`config.mk`:
```
export PLATFORM = sky130hd
export DESIGN_NAME = wave_asin_flat
export DESIGN_NICKNAME = d
export VERILOG_FILES = /design/src/rtl/wave_asin_if.sv /design/src/rtl/wave_asin.sv /design/src/flat_wrapper.sv
export SDC_FILE = /design/constraint.sdc
export NUM_CORES = 1
export LEC_CHECK = 0
export ABC_AREA = 1
export BUFFER_PORTS_ARGS = -buffer_cell sky130_fd_sc_hd__buf_2
export CAP_MARGIN = 20
export CORE_MARGIN = 8
export CORE_UTILIZATION = 51
export CTS_BUF_LIST = sky130_fd_sc_hd__clkbuf_2
export DETAILED_ROUTE_END_ITERATION = 8
export PLACE_DENSITY_LB_ADDON = 0.25
export RECOVER_POWER = 25
export SLEW_MARGIN = 20
export SYNTH_ARGS = -nofsm -noshare
export SYNTH_HDL_FRONTEND = slang
export SYNTH_SLANG_ARGS = --single-unit
```
`constraint.sdc`:
```
create_clock -name clk -period 2.1 [get_ports clk]
set_input_delay 0.21 -clock clk [delete_from_list [all_inputs] [get_ports clk]]
set_output_delay 0.21 -clock clk [all_outputs]
set_load 0.01 [all_outputs]
```
`src/rtl/wave_asin_if.sv`:
```
// wave_asin_if -- request/result and sine-table signals for wave_asin.
//
//   start      request strobe, sampled only while the search is idle
//   target     requested height (0..768 meaningful, larger values clamp)
//   quadrant   half-period selector for the returned index
//   rom_index  index presented to the shared sine table (bits [10:8] zero)
//   rom_value  table output for rom_index, combinational in the same cycle
//   busy       search in progress
//   done       single-cycle result strobe
//   c_index    in-quadrant result
//   index_out  full-period index 0..1023
//   sat        target was above 768 and got clamped
//
// The master side is the surroundings of the search: the requester plus
// the shared table, which answers rom_index with rom_value.
`timescale 1ns/1ps
interface wave_asin_if;
  logic        start;
  logic [9:0]  target;
  logic [1:0]  quadrant;
  logic [10:0] rom_index;
  logic [9:0]  rom_value;
  logic        busy;
  logic        done;
  logic [7:0]  c_index;
  logic [10:0] index_out;
  logic        sat;

  modport master (
    output start, target, quadrant, rom_value,
    input  rom_index, busy, done, c_index, index_out, sat
  );

  modport slave (
    input  start, target, quadrant, rom_value,
    output rom_index, busy, done, c_index, index_out, sat
  );
endinterface

```
`src/rtl/wave_asin.sv`:
```
// wave_asin -- inverse sine lookup by MSB-first binary search.
//
// Given a height and a quadrant, returns the first wave index at which the
// quarter-wave sine table reaches that height, mapped onto the full period.
// One table probe per cycle, 8 probes, then a one-cycle DONE strobe.
//
// Ports:
//   clk    system clock
//   rst_n  asynchronous active-low reset; aborts a running search
//   bus    wave_asin_if.slave (start/target/quadrant in, table probe
//          rom_index/rom_value, busy/done/c_index/index_out/sat out)
//
// Build option: define WAVE_ASIN_NEAREST_EN to add one NEAR cycle that
// rounds the result to the closer of table(ans-1) and table(ans); latency
// grows from 9 to 10 cycles. Without it the result is the lower bound.
`timescale 1ns/1ps
module wave_asin (
  input  logic         clk,
  input  logic         rst_n,
  wave_asin_if.slave   bus
);

`ifdef WAVE_ASIN_NEAREST_EN
  typedef enum logic [1:0] {S_IDLE = 2'd0, S_PROBE = 2'd1, S_DONE = 2'd2, S_NEAR = 2'd3} state_t;
`else
  typedef enum logic [1:0] {S_IDLE = 2'd0, S_PROBE = 2'd1, S_DONE = 2'd2} state_t;
`endif

  state_t      state, state_nxt;
  logic [2:0]  bit_idx;
  logic [7:0]  ans, ans_nxt;
  logic [9:0]  tgt;
  logic [1:0]  q;
  logic        sat_r;
  logic [7:0]  probe_t;
  logic [7:0]  rom_idx8;
  logic        hit;
  logic        fin;
  logic        accept;
  logic [7:0]  c_index_r;
  logic [10:0] index_out_r;
  logic        sat_o;
`ifdef WAVE_ASIN_NEAREST_EN
  logic [9:0]  v1;
  logic        near_lo;
`endif

  function automatic logic [9:0] clamp_tgt(input logic [9:0] x);
    return (x > 10'd768) ? 10'd768 : x;
  endfunction

  // Fold the in-quadrant result onto the 1024-entry period; q3 wraps so
  // that c = 0 lands on index 0 rather than 1024.
  function automatic logic [10:0] quad_map(input logic [1:0] qq, input logic [7:0] c);
    logic [10:0] c11;
    c11 = {3'b000, c};
    case (qq)
      2'd0:    return c11;
      2'd1:    return 11'd512 - c11;
      2'd2:    return 11'd512 + c11;
      default: return (11'd1024 - c11) & 11'h3FF;
    endcase
  endfunction

  assign accept  = (state == S_IDLE) && bus.start;
  // Candidate answer for this bit; the probe checks table(t-1) < tgt,
  // i.e. whether at least t entries lie below the target. t is never 0.
  assign probe_t = ans | (8'd1 << bit_idx);
  assign hit     = bus.rom_value < tgt;
`ifdef WAVE_ASIN_NEAREST_EN
  // table(ans-1) < tgt <= table(ans), so both differences are non-negative.
  assign near_lo = (tgt - bus.rom_value) < (v1 - tgt);
`endif

  always_comb begin
    state_nxt = state;
    ans_nxt   = ans;
    rom_idx8  = 8'd0;
    fin       = 1'b0;
    case (state)
      S_IDLE: begin
        if (bus.start) state_nxt = S_PROBE;
      end
      S_PROBE: begin
        rom_idx8 = probe_t - 8'd1;
        if (hit) ans_nxt = probe_t;
        if (bit_idx == 3'd0) begin
`ifdef WAVE_ASIN_NEAREST_EN
          state_nxt = S_NEAR;
`else
          state_nxt = S_DONE;
          fin       = 1'b1;
`endif
        end
      end
`ifdef WAVE_ASIN_NEAREST_EN
      S_NEAR: begin
        // Spent even when ans = 0 so the latency stays fixed.
        if (ans != 8'd0) begin
          rom_idx8 = ans - 8'd1;
          if (near_lo) ans_nxt = ans - 8'd1;
        end
        state_nxt = S_DONE;
        fin       = 1'b1;
      end
`endif
      S_DONE: begin
        state_nxt = S_IDLE;
      end
      default: state_nxt = S_IDLE;
    endcase
  end

  // Control and output registers
  always_ff @(posedge clk or negedge rst_n) begin
    if (!rst_n) begin
      state       <= S_IDLE;
      bit_idx     <= 3'd7;
      c_index_r   <= 8'd0;
      index_out_r <= 11'd0;
      sat_o       <= 1'b0;
    end else begin
      state <= state_nxt;
      if (state == S_PROBE) bit_idx <= bit_idx - 3'd1;
      else                  bit_idx <= 3'd7;
      if (fin) begin
        c_index_r   <= ans_nxt;
        index_out_r <= quad_map(q, ans_nxt);
        sat_o       <= sat_r;
      end
    end
  end

  // Search datapath; only meaningful between accept and DONE
  always_ff @(posedge clk) begin
    if (accept) begin
      tgt   <= clamp_tgt(bus.target);
      sat_r <= bus.target > 10'd768;
      q     <= bus.quadrant;
      ans   <= 8'd0;
`ifdef WAVE_ASIN_NEAREST_EN
      v1    <= 10'd768;
`endif
    end else begin
      ans <= ans_nxt;
`ifdef WAVE_ASIN_NEAREST_EN
      // The last failing probe is exactly index ans, so it leaves table(ans)
      // here; ans = 255 never fails a probe and keeps table(255) = 768.
      if (state == S_PROBE && !hit) v1 <= bus.rom_value;
`endif
    end
  end

  assign bus.rom_index = {3'b000, rom_idx8};
  assign bus.busy      = (state != S_IDLE);
  assign bus.done      = (state == S_DONE);
  assign bus.c_index   = c_index_r;
  assign bus.index_out = index_out_r;
  assign bus.sat       = sat_o;

endmodule

```
`src/flat_wrapper.sv`:
```
// flat-port wrapper written by rule: the top's interface ports become plain ports
module wave_asin_flat 
  (clk, rst_n, bus_start, bus_target, bus_quadrant, bus_rom_value, bus_rom_index, bus_busy, bus_done, bus_c_index, bus_index_out, bus_sat);
  wave_asin_if bus_i ();
  input  logic clk;
  input  logic rst_n;
  input wire logic [$bits(bus_i.start)-1:0] bus_start;
  input wire logic [$bits(bus_i.target)-1:0] bus_target;
  input wire logic [$bits(bus_i.quadrant)-1:0] bus_quadrant;
  input wire logic [$bits(bus_i.rom_value)-1:0] bus_rom_value;
  output wire logic [$bits(bus_i.rom_index)-1:0] bus_rom_index;
  output wire logic [$bits(bus_i.busy)-1:0] bus_busy;
  output wire logic [$bits(bus_i.done)-1:0] bus_done;
  output wire logic [$bits(bus_i.c_index)-1:0] bus_c_index;
  output wire logic [$bits(bus_i.index_out)-1:0] bus_index_out;
  output wire logic [$bits(bus_i.sat)-1:0] bus_sat;
  assign bus_i.start = bus_start;
  assign bus_i.target = bus_target;
  assign bus_i.quadrant = bus_quadrant;
  assign bus_i.rom_value = bus_rom_value;
  assign bus_rom_index = bus_i.rom_index;
  assign bus_busy = bus_i.busy;
  assign bus_done = bus_i.done;
  assign bus_c_index = bus_i.c_index;
  assign bus_index_out = bus_i.index_out;
  assign bus_sat = bus_i.sat;
  wave_asin u_core (.clk(clk), .rst_n(rst_n), .bus(bus_i));
endmodule
```
==> results of run 1 <==
[power groups by stage]
stage	sequential [mW]	clock, mW	combinational, mW
6_report	1.46	0.480	3.09
3_5_place_dp	1.47	0	2.45
2_1_floorplan	1.51	0	1.62
4_1_cts	1.45	0.492	2.82
5_1_grt	1.50	0.531	3.44
3_3_place_gp	1.47	0	2.39
[cells by family (layout without fill, tap and decap cells)]
kind of cell,after synthesis,after routing,share of synthesized area (%)
simple gates,149,149,28.94
buf+inv,69,145,10.89
flops,45,45,43.15
compound gates,37,37,8.416
fa+ha+maj,16,16,7.480
xor+xnor,3,3,0.9819
other cells,1,4,0.1401
[worst max path at each step]
stage | depth (start not counted) | startpoint | slack [ns] | to
5_1_grt | 12 | u_core.bit_idx[0]$_DFF_PN1_ | -0.52 | bus_rom_index[5]
3_5_place_dp | 12 | u_core.bit_idx[0]$_DFF_PN1_ | -0.04 | bus_rom_index[6]
3_3_place_gp | 12 | u_core.bit_idx[0]$_DFF_PN1_ | 0.02 | bus_rom_index[6]
6_report | 12 | u_core.bit_idx[0]$_DFF_PN1_ | -0.36 | bus_rom_index[7]
4_1_cts | 12 | u_core.bit_idx[0]$_DFF_PN1_ | -0.40 | bus_rom_index[7]
2_1_floorplan | 17 | u_core.bit_idx[0]$_DFF_PN1_ | 0.09 | u_core.bus.index_out[4]$_DFFE_PN0P_
[registers in the layout (all words and copies together), names as in the netlist]
register,cells
u_core.bit_idx,3
u_core.bus.sat,1
u_core.sat_r,1
u_core.bus.index_out,10
u_core.state,2
u_core.bus.c_index,8
u_core.ans,8
u_core.tgt,10
u_core.q,2
[repair_timing]
action | CTS | global route
pin swaps | 11 | 12
endpoints found under the setup margin | 9 | 17
gates resized for setup | 22 | 24
buffers inserted | 10 | 2
endpoints found under the hold margin | 25 | 0
hold buffers | 5 | 0
[cell type report]
| class | count | area, µm² | area share [%] |
|---|---|---|---|
| Clock buffer | 5 | 25.02 | 0.7281 |
| Clock inverter | 3 | 41.29 | 1.201 |
| Inverter | 58 | 225.2 | 6.553 |
| Multi-Input combinational cell | 209 | 1421 | 41.35 |
| Sequential cell | 45 | 1155 | 33.60 |
| Tap cell | 70 | 87.58 | 2.548 |
| Timing Repair Buffer | 79 | 481.7 | 14.02 |
[critical path, delay by kind of cell, from the launching register on]
kind,cells,cell delay (ns)
buffers and inverters,4,0.33
AND/OR/NAND/NOR,6,0.56
AO/OA/AOI/OAI,1,0.17
flip-flops,1,0.62
adder cells (fa/ha/maj),1,0.16
[cells in the final DEF (no fill, tap or decap), types with 3 or more instances in the layout]
master and n:
dfrtp_1 21, clkbuf_2 5, o21a_1 5, buf_6 3
o21ai_1 5, conb_1 4, nor2_2 3, nor2_4 9
o21ai_2 3, dfstp_2 3, inv_4 3, o21ai_0 8
inv_2 9, nor2_1 37, nor3_1 3, nand2_1 56
a21oi_2 5, nand2_2 11, nand3_1 5, nor3_2 4
dlygate4sd3_1 5, inv_1 45, nand3_2 4, dfxtp_1 8
nand4_1 7, ha_1 9, buf_2 51, buf_4 18
edfxtp_1 13, xor2_1 3, ha_4 7, a21oi_1 6
[metal layers]
layer | vias to the layer above | share of wire [%] | global-route usage, %
li1 | 1158 | - | -
met1 | 1020 | 42 | 21.24
met2 | 63 | 49 | 27.90
met3 | 9 | 7.2 | 3.900
met4 | 0 | 1.4 | 6.298
met5 | - | 0 | 0
[per-stage QoR]
stage	std cells	total power [mW]	hold slack, ns	area, µm²	worst slack [ns]
4_1_cts	468	4.766	0.01924	3323	-0.4048
6_report	469	5.029	0.03007	3437	-0.3582
3_3_place_gp	445	3.862	0.2233	3042	0.01867
5_1_grt	469	5.473	0.02943	3437	-0.5164
3_5_place_dp	445	3.923	0.2480	3042	-0.04228
2_1_floorplan	323	3.126	-0.08559	2688	0.08873
==> out/metrics.cfg, run 1 <==
[die]
die_width_um = 88.44
start_util_pct = 52.74
fp.coreArea_um2 = 5075
ioPinCount = 58
num_rows = 26
fp.dieH_um = 88.44
die-area_um2 = 7822

[pwr]
pwr-share-clk_pct = 9.5
p_int_mw = 2.766
pwr-share-comb_pct = 61.4
ir_worst_vdd_mv = 0.7095
power-per-cell-area_nw_per_um2 = 1463
switching_share_pct = 45.00
p_sw_mw = 2.263
seqPwrFrac_pct = 29.1
p_leak_nw = 1.717

[cells_and_area]
nFillCells = 453
antenna_cells = 0
nets = 439
areaGrowthSynthToFinish_pct = 28.42
drive_gt1_share_pct = 37.59
utilization_pct = 67.73

[grt]
grt-ovfl-total = 0
antenna_found_initial = 0
grt_usage_pct = 17.03
grt_pass1_vias = 2297
grt_pass1_wl_mm = 10.37
grt_max_degree = 25

[routing]
drt_iter0_markers = 92
vias = 2250
firstDrtPassIters = 4
drc = 0
antenna_left = 0
vias_per_cell = 4.797
drt-total-wl_mm = 6.213
routedWlPerCell_um = 13.25

[clock_network]
cts_root_buf = clkbuf_2
cts_buffers = 5
htreeDepth = 2
insertion_delay_ns = 0.41
clk_pin_slew_ns = 0.23
cts_max_path_buffers = 2
cts_sinks = 45
cts_tree = built

[synth]
synth.avg_cell_area_um2 = 8.363
seq_area_frac_synth_pct = 43.15
synth.distinct_cells = 38
post-synth-top-count-cell = nand2_1
synthTopCellsByCount = 58 x nand2_1, 50 x inv_1, 41 x nor2_1
netlist_instances = 320
syn_area_um2 = 2676
yosys_warnings = 0
synth_edf_count = 13
synth.top_cell.area_share_pct = 19.64
synth_ff_type = dfrtp_1
post-synth-top-area-cell = dfrtp_1
async_flop_share_pct = 53.33
synth_area_leaders = dfrtp_1 20%, edfxtp_1 15%, nand2_1 8.1%
synth-seq-cells = 45

[worst_setup_path]
r2r_slack_ns = -0.07
max_stage_delay_ns = 0.62
arrival_ns = 2.25
cp_data_required_time_ns = 1.89
crit_path_start_kind = register
reg2reg_to = u_core.bus.index_out[4]$_DFFE_PN0P_
reg2reg_depth = 13
critPathMostFrequentCell = inv_2
worst_path_max_delay_cell = dfstp_2
worstPathCellList = inv_4 -> ha_4 -> inv_2 -> nor2_1 -> nor2_2 -> nand3_2 -> inv_2 -> nand3_4 -> nor3_4 -> o21a_1 -> nor3_2 -> buf_2
timing_worst_setup_path_type = reg2out
r2r-start = u_core.bit_idx[1]$_DFF_PN1_
cp-end-kind = primary output
path_max_fanout = 3

[place]
dp_hpwl_mm = 4.397
portBuffers = 53
gp_congestion = 0.8336

[sta]
finalMaxSlewViolations = 0
finalHoldViolations = 0
worst_slack_ns = -0.3582
min_period_ns = 2.458
relSlewSlack_pct = 7.894
fmax_mhz = 406.8
rsz0062_at_grt = true
skew_ns = 0.01162
period_share_pct = 117.1
tightest_slew_ns = 1.382
fin_setup_tns_ns = -2.077
setup_viol = 12

[min_path]
hold_depth = 3
hold_class = in2reg
holdPathEnd = u_core.state[0]$_DFFE_PN0P_
hold_path.startpoint = bus_start

[run_status]
violations = setup timing
status = finished with violations

[job]
cap_violations = 0

No activity file was read; power rests on OpenSTA's default activity.
==> run 2: changes to the inputs <==
- PLACE_DENSITY: not set -> 0.79
- PLACE_DENSITY_LB_ADDON: 0.25 -> not set
==> run 2 against run 1 <==
  * The flow still finishes with violations (setup timing)
  * Worst hold slack improved by 0.053 ns
  * Via count increased by 5.4%
  * Worst setup slack improved by 0.039 ns
  * Power increased by 2.3%
  * Sequential share of layout area decreased by 0.79 points
  * Critical path type unchanged
==> out/metrics.cfg, run 2 (synthesized netlist as in run 1, its figures left out) <==
[die]
num_rows = 26  ; unchanged
die_width_um = 88.44  ; unchanged
fp.coreArea_um2 = 5075  ; unchanged
start_util_pct = 52.74  ; unchanged
ioPinCount = 58  ; unchanged
die-area_um2 = 7822  ; unchanged
fp.dieH_um = 88.44  ; unchanged

[worst_setup_path]
cp_data_required_time_ns = 1.89  ; about the same
timing_worst_setup_path_type = reg2out  ; unchanged
arrival_ns = 2.21  ; was 2.25 ns
cp-end-kind = primary output  ; unchanged
path_max_fanout = 3  ; unchanged
reg2reg_depth = 17  ; was 13
crit_path_start_kind = register  ; unchanged

[clock_network]
cts_tree = built  ; unchanged
clk_pin_slew_ns = 0.24  ; was 0.23 ns
insertion_delay_ns = 0.43  ; was 0.41 ns
cts_root_buf = clkbuf_2  ; unchanged
cts_max_path_buffers = 2  ; unchanged
htreeDepth = 2  ; unchanged
cts_buffers = 5  ; unchanged
cts_sinks = 45  ; unchanged

[sta]
fin_setup_tns_ns = -1.400  ; was -2.077 ns
tightest_slew_ns = 1.284  ; was 1.382 ns
relSlewSlack_pct = 14.42  ; was 7.894%
setup_viol = 6  ; was 12
skew_ns = 0.03750  ; was 0.01162 ns
min_period_ns = 2.419  ; was 2.458 ns
rsz0062_at_grt = true  ; unchanged
worst_slack_ns = -0.3189  ; was -0.3582 ns
period_share_pct = 115.2  ; was 117.1%
finalHoldViolations = 0  ; unchanged
finalMaxSlewViolations = 0  ; unchanged
whs_ns = 0.08271  ; was 0.03007 ns
fmax_mhz = 413.4  ; was 406.8 MHz

[cells_and_area]
nFillCells = 414  ; was 453
design_area_um2 = 3520  ; was 3437 µm²
areaGrowthSynthToFinish_pct = 31.51  ; was 28.42%
multi_input_area_um2 = 1425  ; was 1421 µm²
antenna_cells = 0  ; unchanged
utilization_pct = 69.35  ; was 67.73%
final_cell_mix = 55 x nand2_1, 49 x buf_2, 46 x inv_1  ; was 56 x nand2_1, 51 x buf_2, 45 x inv_1
seq_area_um2 = 1155  ; unchanged
finalNonFillerCells = 478  ; was 469
final_common_cell = nand2_1  ; unchanged
drive_gt1_share_pct = 38.97  ; was 37.59%
nets = 448  ; was 439

[min_path]
hold_depth = 3  ; unchanged
hold_class = in2reg  ; unchanged

[pwr]
p_leak_nw = 1.775  ; was 1.717 nW
power-per-cell-area_nw_per_um2 = 1461  ; was 1463 nW/µm²
ir_worst_vdd_mv = 0.7776  ; was 0.7095 mV

[routing]
firstDrtPassIters = 4  ; unchanged
routedWlPerCell_um = 13.69  ; was 13.25 µm
drt_iter0_markers = 157  ; was 92
vias = 2372  ; was 2,250
drt-total-wl_mm = 6.545  ; was 6.213 mm
antenna_left = 0  ; unchanged
vias_per_cell = 4.962  ; was 4.797
drc = 0  ; unchanged

[grt]
grt-ovfl-total = 0  ; unchanged
antenna_found_initial = 0  ; unchanged
grt_max_degree = 25  ; unchanged
grt_pass1_wl_mm = 10.44  ; was 10.37 mm
grt_usage_pct = 16.94  ; was 17.03%
grt_pass1_vias = 2307  ; was 2,297

[place]
dp_cells = 449  ; was 445
portBuffers = 53  ; unchanged
placed_area_um2 = 3072  ; was 3042 µm²
dp_hpwl_mm = 4.650  ; was 4.397 mm
gp_congestion = 0.8373  ; was 0.8336

[run_status]
violations = setup timing  ; unchanged
status = finished with violations  ; unchanged

[job]
cap_violations = 0  ; unchanged

## run 2: routing by layer
layer / wire length, µm / part of all wire (%) / track usage (%) / up-vias
li1: - / - / - / 1178
met1: 2788 / 43 / 20.94 / 1122
met2: 3332 / 51 / 28.65 / 65
met3: 339 / 5.2 / 3.714 / 7
met4: 85 / 1.3 / 5.069 / 0
met5: 0 / 0 / 0 / -
## run 2: worst max-delay path, stage by stage (launching register included)
cell and delay, ns:
dfstp_2 0.60, inv_4 0.06, ha_4 0.17, inv_4 0.06
nor2_4 0.04, nor2_4 0.12, nand3_2 0.10, inv_2 0.07
nand3_2 0.08, nor3_2 0.16, o21a_1 0.16, nor3_2 0.04
buf_2 0.14
## run 2: area by class of cell
type,instances,area share (%)
multi-input cells,209,40.49
flip-flops and latches,45,32.81
repair buffers,88,15.82
inverters,58,6.541
well taps,70,2.488
clock inverters,2,0.9954
clock buffers,6,0.8532
## run 2: what timing repair did
item / in CTS / in global routing
buffers inserted: 9 / 7
pin swaps: 11 / 14
hold buffers: 6 / 0
hold endpoints to repair: 26 / 0
gates resized for setup: 22 / 29
endpoints found under the setup margin: 10 / 17
## run 2: report_power, final
| part | total [mW] | internal [mW] | switching (mW) |
|---|---|---|---|
| Combinational | 3.20 | 1.40 | 1.81 |
| Sequential | 1.47 | 1.25 | 0.218 |
| Clock | 0.472 | 0.205 | 0.268 |
## run 2: path summary, 6_finish.rpt
path / startpoint / end / slack, ns
worst min register to register: u_core.sat_r$_DFFE_PP_ / u_core.bus.sat$_DFFE_PN0P_ / 0.49
max in group asynchronous: rst_n / u_core.bus.c_index[6]$_DFFE_PN0P_ / 0.78
min in group asynchronous: rst_n / u_core.bus.index_out[9]$_DFFE_PN0P_ / 0.54
worst max-delay path: u_core.bit_idx[0]$_DFF_PN1_ / bus_rom_index[7] / -0.32
worst min-delay path: bus_target[3] / u_core.tgt[3]$_SDFFCE_PP0P_ / 0.08
worst max register to register: u_core.bit_idx[0]$_DFF_PN1_ / u_core.bus.index_out[6]$_DFFE_PN0P_ / 0.01
## run 2: through the flow
stage	setup slack, ns	power, mW
3_3_place_gp	0.01453	3.910
3_5_place_dp	-0.06160	3.973
4_1_cts	-0.3596	4.755
2_1_floorplan	0.08873	3.126
5_1_grt	-0.4570	5.538
6_report	-0.3189	5.143
